$ cat src/rtl/wu_fetch.sv
// -----------------------------------------------------------------------------
// wu_fetch - work-unit fetch sequencer.
//
// Takes a [start, end] program window from manager control and walks it one
// read per cycle into the WU instruction memory. The window may wrap around
// the end of memory. Decode back-pressure parks the walk in HOLD without
// losing or repeating an address. After the last read, DRAIN waits out the
// memory read latency before done is pulsed.
//
// Optional feature macro: WU_FETCH_LOOP_EN
//   defined   : mcntl__wuf__loop_count exists and the window is repeated
//               loop_count extra times back to back before draining.
//   undefined : one pass per start, no loop_count port.
// -----------------------------------------------------------------------------
`timescale 1ns/1ps

`ifndef MGR_INSTRUCTION_MEMORY_DEPTH
`define MGR_INSTRUCTION_MEMORY_DEPTH 64
`endif
`ifndef MGR_WU_ADDRESS_RANGE
`define MGR_WU_ADDRESS_RANGE 5:0
`endif
`ifndef MGR_MGR_ID_RANGE
`define MGR_MGR_ID_RANGE 3:0
`endif

module wu_fetch #(
  parameter int MEM_DEPTH = `MGR_INSTRUCTION_MEMORY_DEPTH,
  parameter int RD_LAT    = 2
) (
  input  logic                          clk,
  input  logic                          reset_poweron,
  input  logic [`MGR_MGR_ID_RANGE]      sys__mgr__mgrId,
  input  logic                          mcntl__wuf__start,
  input  logic [`MGR_WU_ADDRESS_RANGE]  mcntl__wuf__start_addr,
  input  logic [`MGR_WU_ADDRESS_RANGE]  mcntl__wuf__end_addr,
`ifdef WU_FETCH_LOOP_EN
  input  logic [7:0]                    mcntl__wuf__loop_count,
`endif
  input  logic                          wud__wuf__stall,
  output logic [`MGR_WU_ADDRESS_RANGE]  wuf__wum__addr,
  output logic                          wuf__wum__read,
  output logic                          wuf__mcntl__busy,
  output logic                          wuf__mcntl__done,
  output logic                          wuf__mcntl__err
);

  // ---------------------------------------------------------------------------
  // Widths and constants
  // ---------------------------------------------------------------------------
  localparam int AW = $bits(mcntl__wuf__start_addr);
  // One extra bit so a full-memory window (len == MEM_DEPTH) fits.
  localparam int RW = $clog2(MEM_DEPTH) + 1;
  // Working width for window-length arithmetic (adds MEM_DEPTH before subtract).
  localparam int XW = RW + 1;
  // Drain counter must hold values 0..RD_LAT.
  localparam int DW = $clog2(RD_LAT + 2);

  localparam logic [1:0] S_IDLE  = 2'd0;
  localparam logic [1:0] S_FETCH = 2'd1;
  localparam logic [1:0] S_HOLD  = 2'd2;
  localparam logic [1:0] S_DRAIN = 2'd3;

  localparam logic [AW-1:0] A_ZERO  = {AW{1'b0}};
  localparam logic [AW-1:0] A_ONE   = {{(AW-1){1'b0}}, 1'b1};
  localparam logic [RW-1:0] R_ZERO  = {RW{1'b0}};
  localparam logic [RW-1:0] R_ONE   = {{(RW-1){1'b0}}, 1'b1};
  localparam logic [XW-1:0] X_ONE   = {{(XW-1){1'b0}}, 1'b1};
  localparam logic [XW-1:0] X_DEPTH = XW'(MEM_DEPTH);
  localparam logic [XW-1:0] X_LAST  = XW'(MEM_DEPTH - 1);
  localparam logic [DW-1:0] D_ZERO  = {DW{1'b0}};
  localparam logic [DW-1:0] D_ONE   = {{(DW-1){1'b0}}, 1'b1};
  localparam logic [DW-1:0] D_LAT   = DW'(RD_LAT);

  // ---------------------------------------------------------------------------
  // Helpers
  // ---------------------------------------------------------------------------
  // Next address, wrapping at MEM_DEPTH (which need not be a power of two).
  function automatic logic [AW-1:0] f_addr_inc(input logic [AW-1:0] a);
    logic [AW-1:0] v;
    if (XW'(a) >= X_LAST) begin
      v = A_ZERO;
    end else begin
      v = a + A_ONE;
    end
    return v;
  endfunction

  // Window length ((e - s) mod MEM_DEPTH) + 1; e < s means the window wraps.
  function automatic logic [RW-1:0] f_win_len(input logic [AW-1:0] s,
                                               input logic [AW-1:0] e);
    logic [XW-1:0] s_x;
    logic [XW-1:0] e_x;
    logic [XW-1:0] d_x;
    s_x = XW'(s);
    e_x = XW'(e);
    if (e_x >= s_x) begin
      d_x = e_x - s_x;
    end else begin
      d_x = (e_x + X_DEPTH) - s_x;
    end
    return RW'(d_x + X_ONE);
  endfunction

  // ---------------------------------------------------------------------------
  // Registers
  // ---------------------------------------------------------------------------
  logic [1:0]              r_state;
  logic [AW-1:0]           r_addr;        // address currently on the memory port
  logic                    r_read;
  logic                    r_busy;
  logic                    r_done;
  logic                    r_err;
  logic [AW-1:0]           r_start;       // window start, for loop reloads
  logic [AW-1:0]           r_next;        // next address to issue
  logic [RW-1:0]           r_rem;         // reads of this pass not yet issued
  logic [RW-1:0]           r_len;         // window length, for loop reloads
  logic [DW-1:0]           r_drain;
  logic [7:0]              r_passes;      // extra passes still to run
  logic [`MGR_MGR_ID_RANGE] r_mgr_id;     // debug only

  // Next-state values
  logic [1:0]              w_state_nxt;
  logic [AW-1:0]           w_addr_nxt;
  logic                    w_read_nxt;
  logic                    w_busy_nxt;
  logic                    w_done_nxt;
  logic                    w_err_nxt;
  logic [AW-1:0]           w_start_nxt;
  logic [AW-1:0]           w_next_nxt;
  logic [RW-1:0]           w_rem_nxt;
  logic [RW-1:0]           w_len_nxt;
  logic [DW-1:0]           w_drain_nxt;
  logic [7:0]              w_passes_nxt;
  logic [`MGR_MGR_ID_RANGE] w_mgr_id_nxt;

  logic [RW-1:0]           w_new_len;
  logic [7:0]              w_loop_count;
  logic                    w_dbg_unused;

`ifdef WU_FETCH_LOOP_EN
  assign w_loop_count = mcntl__wuf__loop_count;
`else
  // Single pass: no extra passes are ever requested.
  assign w_loop_count = 8'd0;
`endif

  assign w_new_len = f_win_len(mcntl__wuf__start_addr, mcntl__wuf__end_addr);

  // The captured manager id is only kept for debug visibility.
  assign w_dbg_unused = ^r_mgr_id;

  // ---------------------------------------------------------------------------
  // Sequencer next-state and registered-output logic
  // ---------------------------------------------------------------------------
  // Next-state decode for the fetch FSM, address walk and handshake pulses.
  always_comb begin
    w_state_nxt  = r_state;
    w_addr_nxt   = r_addr;
    w_read_nxt   = 1'b0;
    w_busy_nxt   = r_busy;
    w_done_nxt   = 1'b0;
    // Any start while busy (including the done cycle) is rejected.
    w_err_nxt    = mcntl__wuf__start & r_busy;
    w_start_nxt  = r_start;
    w_next_nxt   = r_next;
    w_rem_nxt    = r_rem;
    w_len_nxt    = r_len;
    w_drain_nxt  = r_drain;
    w_passes_nxt = r_passes;
    w_mgr_id_nxt = r_mgr_id;

    case (r_state)
      S_IDLE: begin
        if (r_busy) begin
          // Done cycle: still busy, so a start here was rejected above.
          w_busy_nxt = 1'b0;
        end else if (mcntl__wuf__start) begin
          // Accept: the first read goes out in the very next cycle.
          w_start_nxt  = mcntl__wuf__start_addr;
          w_len_nxt    = w_new_len;
          w_addr_nxt   = mcntl__wuf__start_addr;
          w_read_nxt   = 1'b1;
          w_busy_nxt   = 1'b1;
          w_mgr_id_nxt = sys__mgr__mgrId;
          w_drain_nxt  = D_ZERO;
          if (w_new_len != R_ONE) begin
            w_next_nxt   = f_addr_inc(mcntl__wuf__start_addr);
            w_rem_nxt    = w_new_len - R_ONE;
            w_passes_nxt = w_loop_count;
            w_state_nxt  = S_FETCH;
          end else if (w_loop_count != 8'd0) begin
            // One-entry window repeated: reload straight away.
            w_next_nxt   = mcntl__wuf__start_addr;
            w_rem_nxt    = w_new_len;
            w_passes_nxt = w_loop_count - 8'd1;
            w_state_nxt  = S_FETCH;
          end else begin
            w_rem_nxt    = R_ZERO;
            w_passes_nxt = 8'd0;
            w_state_nxt  = S_DRAIN;
          end
        end else begin
          w_busy_nxt = 1'b0;
        end
      end

      S_FETCH, S_HOLD: begin
        if (wud__wuf__stall) begin
          // Park: read low, address held, nothing consumed.
          w_state_nxt = S_HOLD;
        end else begin
          w_read_nxt = 1'b1;
          w_addr_nxt = r_next;
          if (r_rem != R_ONE) begin
            w_next_nxt  = f_addr_inc(r_next);
            w_rem_nxt   = r_rem - R_ONE;
            w_state_nxt = S_FETCH;
          end else if (r_passes != 8'd0) begin
            // End of window with passes left: wrap to start, no bubble.
            w_next_nxt   = r_start;
            w_rem_nxt    = r_len;
            w_passes_nxt = r_passes - 8'd1;
            w_state_nxt  = S_FETCH;
          end else begin
            // Final read of the final pass.
            w_rem_nxt   = R_ZERO;
            w_drain_nxt = D_ZERO;
            w_state_nxt = S_DRAIN;
          end
        end
      end

      S_DRAIN: begin
        // Wait for the last read's data to leave memory; stall is ignored.
        if (r_drain == D_LAT) begin
          w_done_nxt  = 1'b1;
          w_drain_nxt = D_ZERO;
          w_state_nxt = S_IDLE;
        end else begin
          w_drain_nxt = r_drain + D_ONE;
        end
      end

      default: begin
        w_state_nxt = S_IDLE;
        w_busy_nxt  = 1'b0;
      end
    endcase
  end

  // State and output registers with synchronous active-low power-on reset.
  always_ff @(posedge clk) begin
    if (!reset_poweron) begin
      r_state  <= S_IDLE;
      r_addr   <= A_ZERO;
      r_read   <= 1'b0;
      r_busy   <= 1'b0;
      r_done   <= 1'b0;
      r_err    <= 1'b0;
      r_start  <= A_ZERO;
      r_next   <= A_ZERO;
      r_rem    <= R_ZERO;
      r_len    <= R_ZERO;
      r_drain  <= D_ZERO;
      r_passes <= 8'd0;
      r_mgr_id <= '0;
    end else begin
      r_state  <= w_state_nxt;
      r_addr   <= w_addr_nxt;
      r_read   <= w_read_nxt;
      r_busy   <= w_busy_nxt;
      r_done   <= w_done_nxt;
      r_err    <= w_err_nxt;
      r_start  <= w_start_nxt;
      r_next   <= w_next_nxt;
      r_rem    <= w_rem_nxt;
      r_len    <= w_len_nxt;
      r_drain  <= w_drain_nxt;
      r_passes <= w_passes_nxt;
      r_mgr_id <= w_mgr_id_nxt;
    end
  end

  assign wuf__wum__addr   = r_addr;
  assign wuf__wum__read   = r_read;
  assign wuf__mcntl__busy = r_busy;
  assign wuf__mcntl__done = r_done;
  assign wuf__mcntl__err  = r_err;

endmodule

$ cat config.mk
export PLATFORM = sky130hd
export DESIGN_NAME = wu_fetch
export DESIGN_NICKNAME = d
export VERILOG_FILES = /design/src/rtl/wu_fetch.sv
export SDC_FILE = /design/constraint.sdc
export NUM_CORES = 1
export LEC_CHECK = 0
export BUFFER_PORTS_ARGS = -buffer_cell sky130_fd_sc_hd__buf_2
export CAP_MARGIN = 10
export CORE_MARGIN = 2
export CORE_UTILIZATION = 64
export CTS_CLUSTER_DIAMETER = 30
export CTS_CLUSTER_SIZE = 8
export DETAILED_ROUTE_END_ITERATION = 10
export PLACE_DENSITY = 0.85
export SYNTH_ARGS = -nofsm -noshare
export SYNTH_HDL_FRONTEND = slang
export SYNTH_SLANG_ARGS = --single-unit
$ cat constraint.sdc
create_clock -name clk -period 4.9 [get_ports clk]
set_input_delay 0.98 -clock clk [delete_from_list [all_inputs] [get_ports clk]]
set_output_delay 0.98 -clock clk [all_outputs]
set_load 0.01 [all_outputs]
==> results summary <==
The cell area after synthesis came out at 0.003114 mm². The number of setup buffers added after CTS is 0. Compared with the post-synthesis result, the final layout area differs by 6.549%.

The area of the placeable core came out at 0.004692 mm². Each instance of the synthesized netlist takes up on average 8.089 µm². The final setup violation count came out at 0. In the synthesized netlist the dominant register cell turns out to be sky130_fd_sc_hd__dfxtp_1.

The cts-stage hold buffer count came out at 0. The instance area at placement came out at 0.003241 mm². The number of gates resized after cts is 0. Counting stages on the worst path, the most repeated cell is sky130_fd_sc_hd__ha_1.

The total nets after synthesis is 422. The synthesized design spends more area on one cell type than any other, namely sky130_fd_sc_hd__dfxtp_1. The number of CTS-inserted buffers is 5. After the first detailed-routing iteration, the DRC count stood at 272.

From left edge to right edge, the die measures 73.76 µm. The routing usage on met1 is 38.34%. The final setup skew came out at 0.01225 ns.

The summed negative setup slack over all endpoints is 0 ns. The critical path in this run is classified as input port to flip-flop. Once layout is done, the placed cells without fillers occupy 0.003318 mm². The Yosys step of the flow raised 0 warnings.

The worst setup path is captured at a flip-flop. At the worst endpoint, the arrival time is 3.91 ns. The fraction of synthesis flops using an asynchronous set or reset pin is 0%. For the worst flop-to-flop path, the logic depth is 7. The part of the total power dissipated in combinational logic is 55.6%.

After detailed routing, the number of remaining DRC violations is 0. By count the netlist is led by sky130_fd_sc_hd__nand2_1, sky130_fd_sc_hd__dfxtp_1, sky130_fd_sc_hd__o21ai_0. The final period demand of the worst path is 3.709 ns. Of the total power, the clock network draws 11.9%. The clock latency of the later-clocked register in the worst-skew pair is 0.30 ns. The CTS tree is built. The count of antenna diodes in the layout came out at 0. The signal on the critical path passes through buf_2 -> ha_1 -> inv_1 -> fa_1 -> ha_1 -> xor3_1 -> nand2b_1 -> a21oi_1 -> o221ai_1 -> o21ai_2 -> mux2i_1 -> nor2b_1. The final-stage net count came out at 438. The power per unit of standard cell area came out at 579.1 mW/mm².

Setup repair after global routing left no endpoint under its margin. Synthesis instantiated 59 different standard cells from the library. The cell count after synthesis is 385. The number of storage elements in the synthesis netlist is 48. The highest net fanout along the worst path is 9. The count of boundary I/O pins is 30.

The worst setup path startpoint is mcntl__wuf__start_addr[0]. The total length of routed wires is 6.796 mm. The initial antenna violation count came out at 0.

The headroom to the max-slew limit came out at 33.62%. In this run, synthesis inferred 0 flip-flops with an integrated enable. The required time of the worst setup path came out at 5.10 ns. The overall power consumption came out at 1.921 mW. The flow ran to the end, and the final reports show no timing, DRC or antenna violations. The met2 global-route usage came out at 40.97%. The worst register-to-register path begins at r_state[0]. The aggregate global-route resource usage came out at 26.37%. Once the floorplan was initialized, standard cells occupied 66.37% of the core. The final-report hold violation count is 0. In this run the most critical hold path is launched from r_len[1]. The detailed-placement wirelength estimate is 4.955 mm. The layer flagged by global routing as most heavily used is met2. The sequential cell area fraction in the yosys report is 30.86%. The tool flagged a number of max-cap violations equal to 0. The path class of the tightest hold or removal check is flip-flop to flip-flop. The count of input and output buffers came out at 25. Following the worst setup path forward leads to its endpoint at r_next[0]. The global route total overflow came out at 0. For met3 alone, demand over resource in global routing was 4.115%. The leakage component of the power is 1.444 nW. The worst flop-to-flop path endpoint is r_passes[5]. Among all cell types in the netlist, the one instantiated most often is sky130_fd_sc_hd__nand2_1. The highest cell delay on the worst timing path came out at 0.49 ns. The detailed-route vias per instance is 6.156.

Dividing the detail-routed wire length by the instance count gives 14.94 µm. IR analysis of the VDD net gives a maximum drop of 0.0002349 V. The fraction of layout instances using a drive strength above 1 came out at 10.47%. Clock-pin slew was measured on the worst setup and hold paths at 0.09 ns. Of the total power, the share spent switching nets is 46.18%. The maximum operating frequency is 269.6 MHz. The design internal power came out at 1.034 mW. The share of power burned in registers came out at 32.5%. The wire length of the first global-routing pass came out at 11.36 mm. Summed over its instances, the top area cell type makes up 30.86% of the synthesized netlist area.

The longest clock path from root to sink contains 2 buffers. The depth of the CTS H-tree came out at 2. The fraction of the cycle the final worst path needs came out at 75.70%. The worst-path cell with the longest stage delay is sky130_fd_sc_hd__fa_1. The final weighted congestion in routability-driven placement is 0.8551.

The pin count of the biggest net entering global routing came out at 45. Measured along the y axis, the die boundary spans 73.76 µm. The net switching power came out at 887.4 µW. The max-slew violation total from the final report is 0. STA classifies the critical path startpoint as an input port. The count of nets left with antenna violations once routing finished came out at 0. In the post-synthesis netlist, the biggest area contributors are sky130_fd_sc_hd__dfxtp_1, sky130_fd_sc_hd__nand2_1, sky130_fd_sc_hd__ha_1, sky130_fd_sc_hd__o211a_1, sky130_fd_sc_hd__a21boi_0. The via count of the routed design came out at 2801. The slew at the pin closest to its max-slew limit came out at 0.9958 ns.

The number of sinks on the clock net came out at 48. The number of placement rows came out at 25. The setup slack of the worst register-to-register path came out at 1.78 ns. CTS placed an instance of sky130_fd_sc_hd__clkbuf_8 at the clock tree root. The first TritonRoute pass finished after 5 iterations. The number of global-route vias before repair is 2435. The die covers 0.005440 mm².
## registers in the layout, indices dropped and copies added, names as in the netlist
register	count
r_start	6
wuf__mcntl__busy	1
r_next	6
wuf__mcntl__err	1
r_len	7
r_rem	7
r_passes	8
r_state	2
r_drain	2
wuf__wum__addr	6
wuf__mcntl__done	1
wuf__wum__read	1
## through the flow
| step | util (%) | std cells | setup slack [ns] | hold slack (ns) |
|---|---|---|---|---|
| CTS | 70.72 | 455 | 1.230 | 0.4702 |
| floorplan | - | 385 | 1.439 | 0.4403 |
| global route | 70.72 | 455 | 1.033 | 0.4900 |
| finish | 70.72 | 455 | 1.191 | 0.4676 |
| global placement | 69.07 | 448 | 0.9705 | 0.4539 |
| detailed placement | 69.07 | 448 | 0.9169 | 0.4580 |
## area by class of cell
type	instances	area [µm²]
Timing Repair Buffer	26	132.6
Multi-Input combinational cell	298	1997
Clock buffer	6	72.57
Tap cell	54	67.56
Fill cell	404	1374
Sequential cell	48	960.9
Inverter	22	82.58
Clock inverter	1	5.005
## worst max-delay path, delay by kind of cell
| family | cells | cell delay [ns] |
|---|---|---|
| fa+ha+maj | 3 | 0.98 |
| compound gates | 3 | 0.82 |
| xor+xnor | 1 | 0.41 |
| buf+inv | 2 | 0.26 |
| mux | 1 | 0.24 |
| simple gates | 2 | 0.23 |
## cells in the final DEF (no fill, tap or decap), drive strengths merged, types with 3 or more instances in the layout
cell	n
and3	6
dfxtp	48
xnor2	12
inv	21
nor4	5
nand3b	3
nor3	8
nand3	11
a211o	3
nor2b	4
o21a	3
buf	26
o21ai	25
or3	5
and2	5
ha	16
clkbuf	6
a21oi	18
nand2	58
xor2	11
a22oi	3
nor2	20
nand2b	3
a21boi	16
o211a	13
mux2i	6
o22ai	3
o211ai	12
## cells by family (layout without fill, tap and decap cells)
logic type,Yosys count,after routing,synth area share [%]
AND/OR/NAND/NOR,140,140,22.62
AO/OA/AOI/OAI,110,110,24.79
flip-flops,48,48,30.86
buffers and inverters,39,55,5.022
XOR/XNOR,24,24,7.232
adder cells (fa/ha/maj),17,17,7.071
multiplexers,7,7,2.411
## how the worst min path moves through the flow
stage,cells past startpoint,endpoint,slack (ns)
after global placement,2,r_start[4],0.45
after CTS,2,r_len[1],0.47
after detailed placement,2,r_len[1],0.46
final,2,r_len[1],0.47
after global routing,2,r_start[2],0.49
after floorplan,2,r_start[5],0.44
## metal layers
metal  vias up  share of wire, %
met3         7               6.8
met5         -                 0
met1      1293                48
met4         0              0.71
li1       1401                 -
met2       100                45
## power groups by stage
stage / combinational (mW) / clock, mW / sequential [mW]
floorplan: 0.841 / 0 / 0.614
finish: 1.07 / 0.228 / 0.625
global route: 1.20 / 0.242 / 0.639
detailed placement: 1.05 / 0 / 0.629
global placement: 1.02 / 0 / 0.624
CTS: 1.06 / 0.231 / 0.621
(Power assumes the default switching activity.)
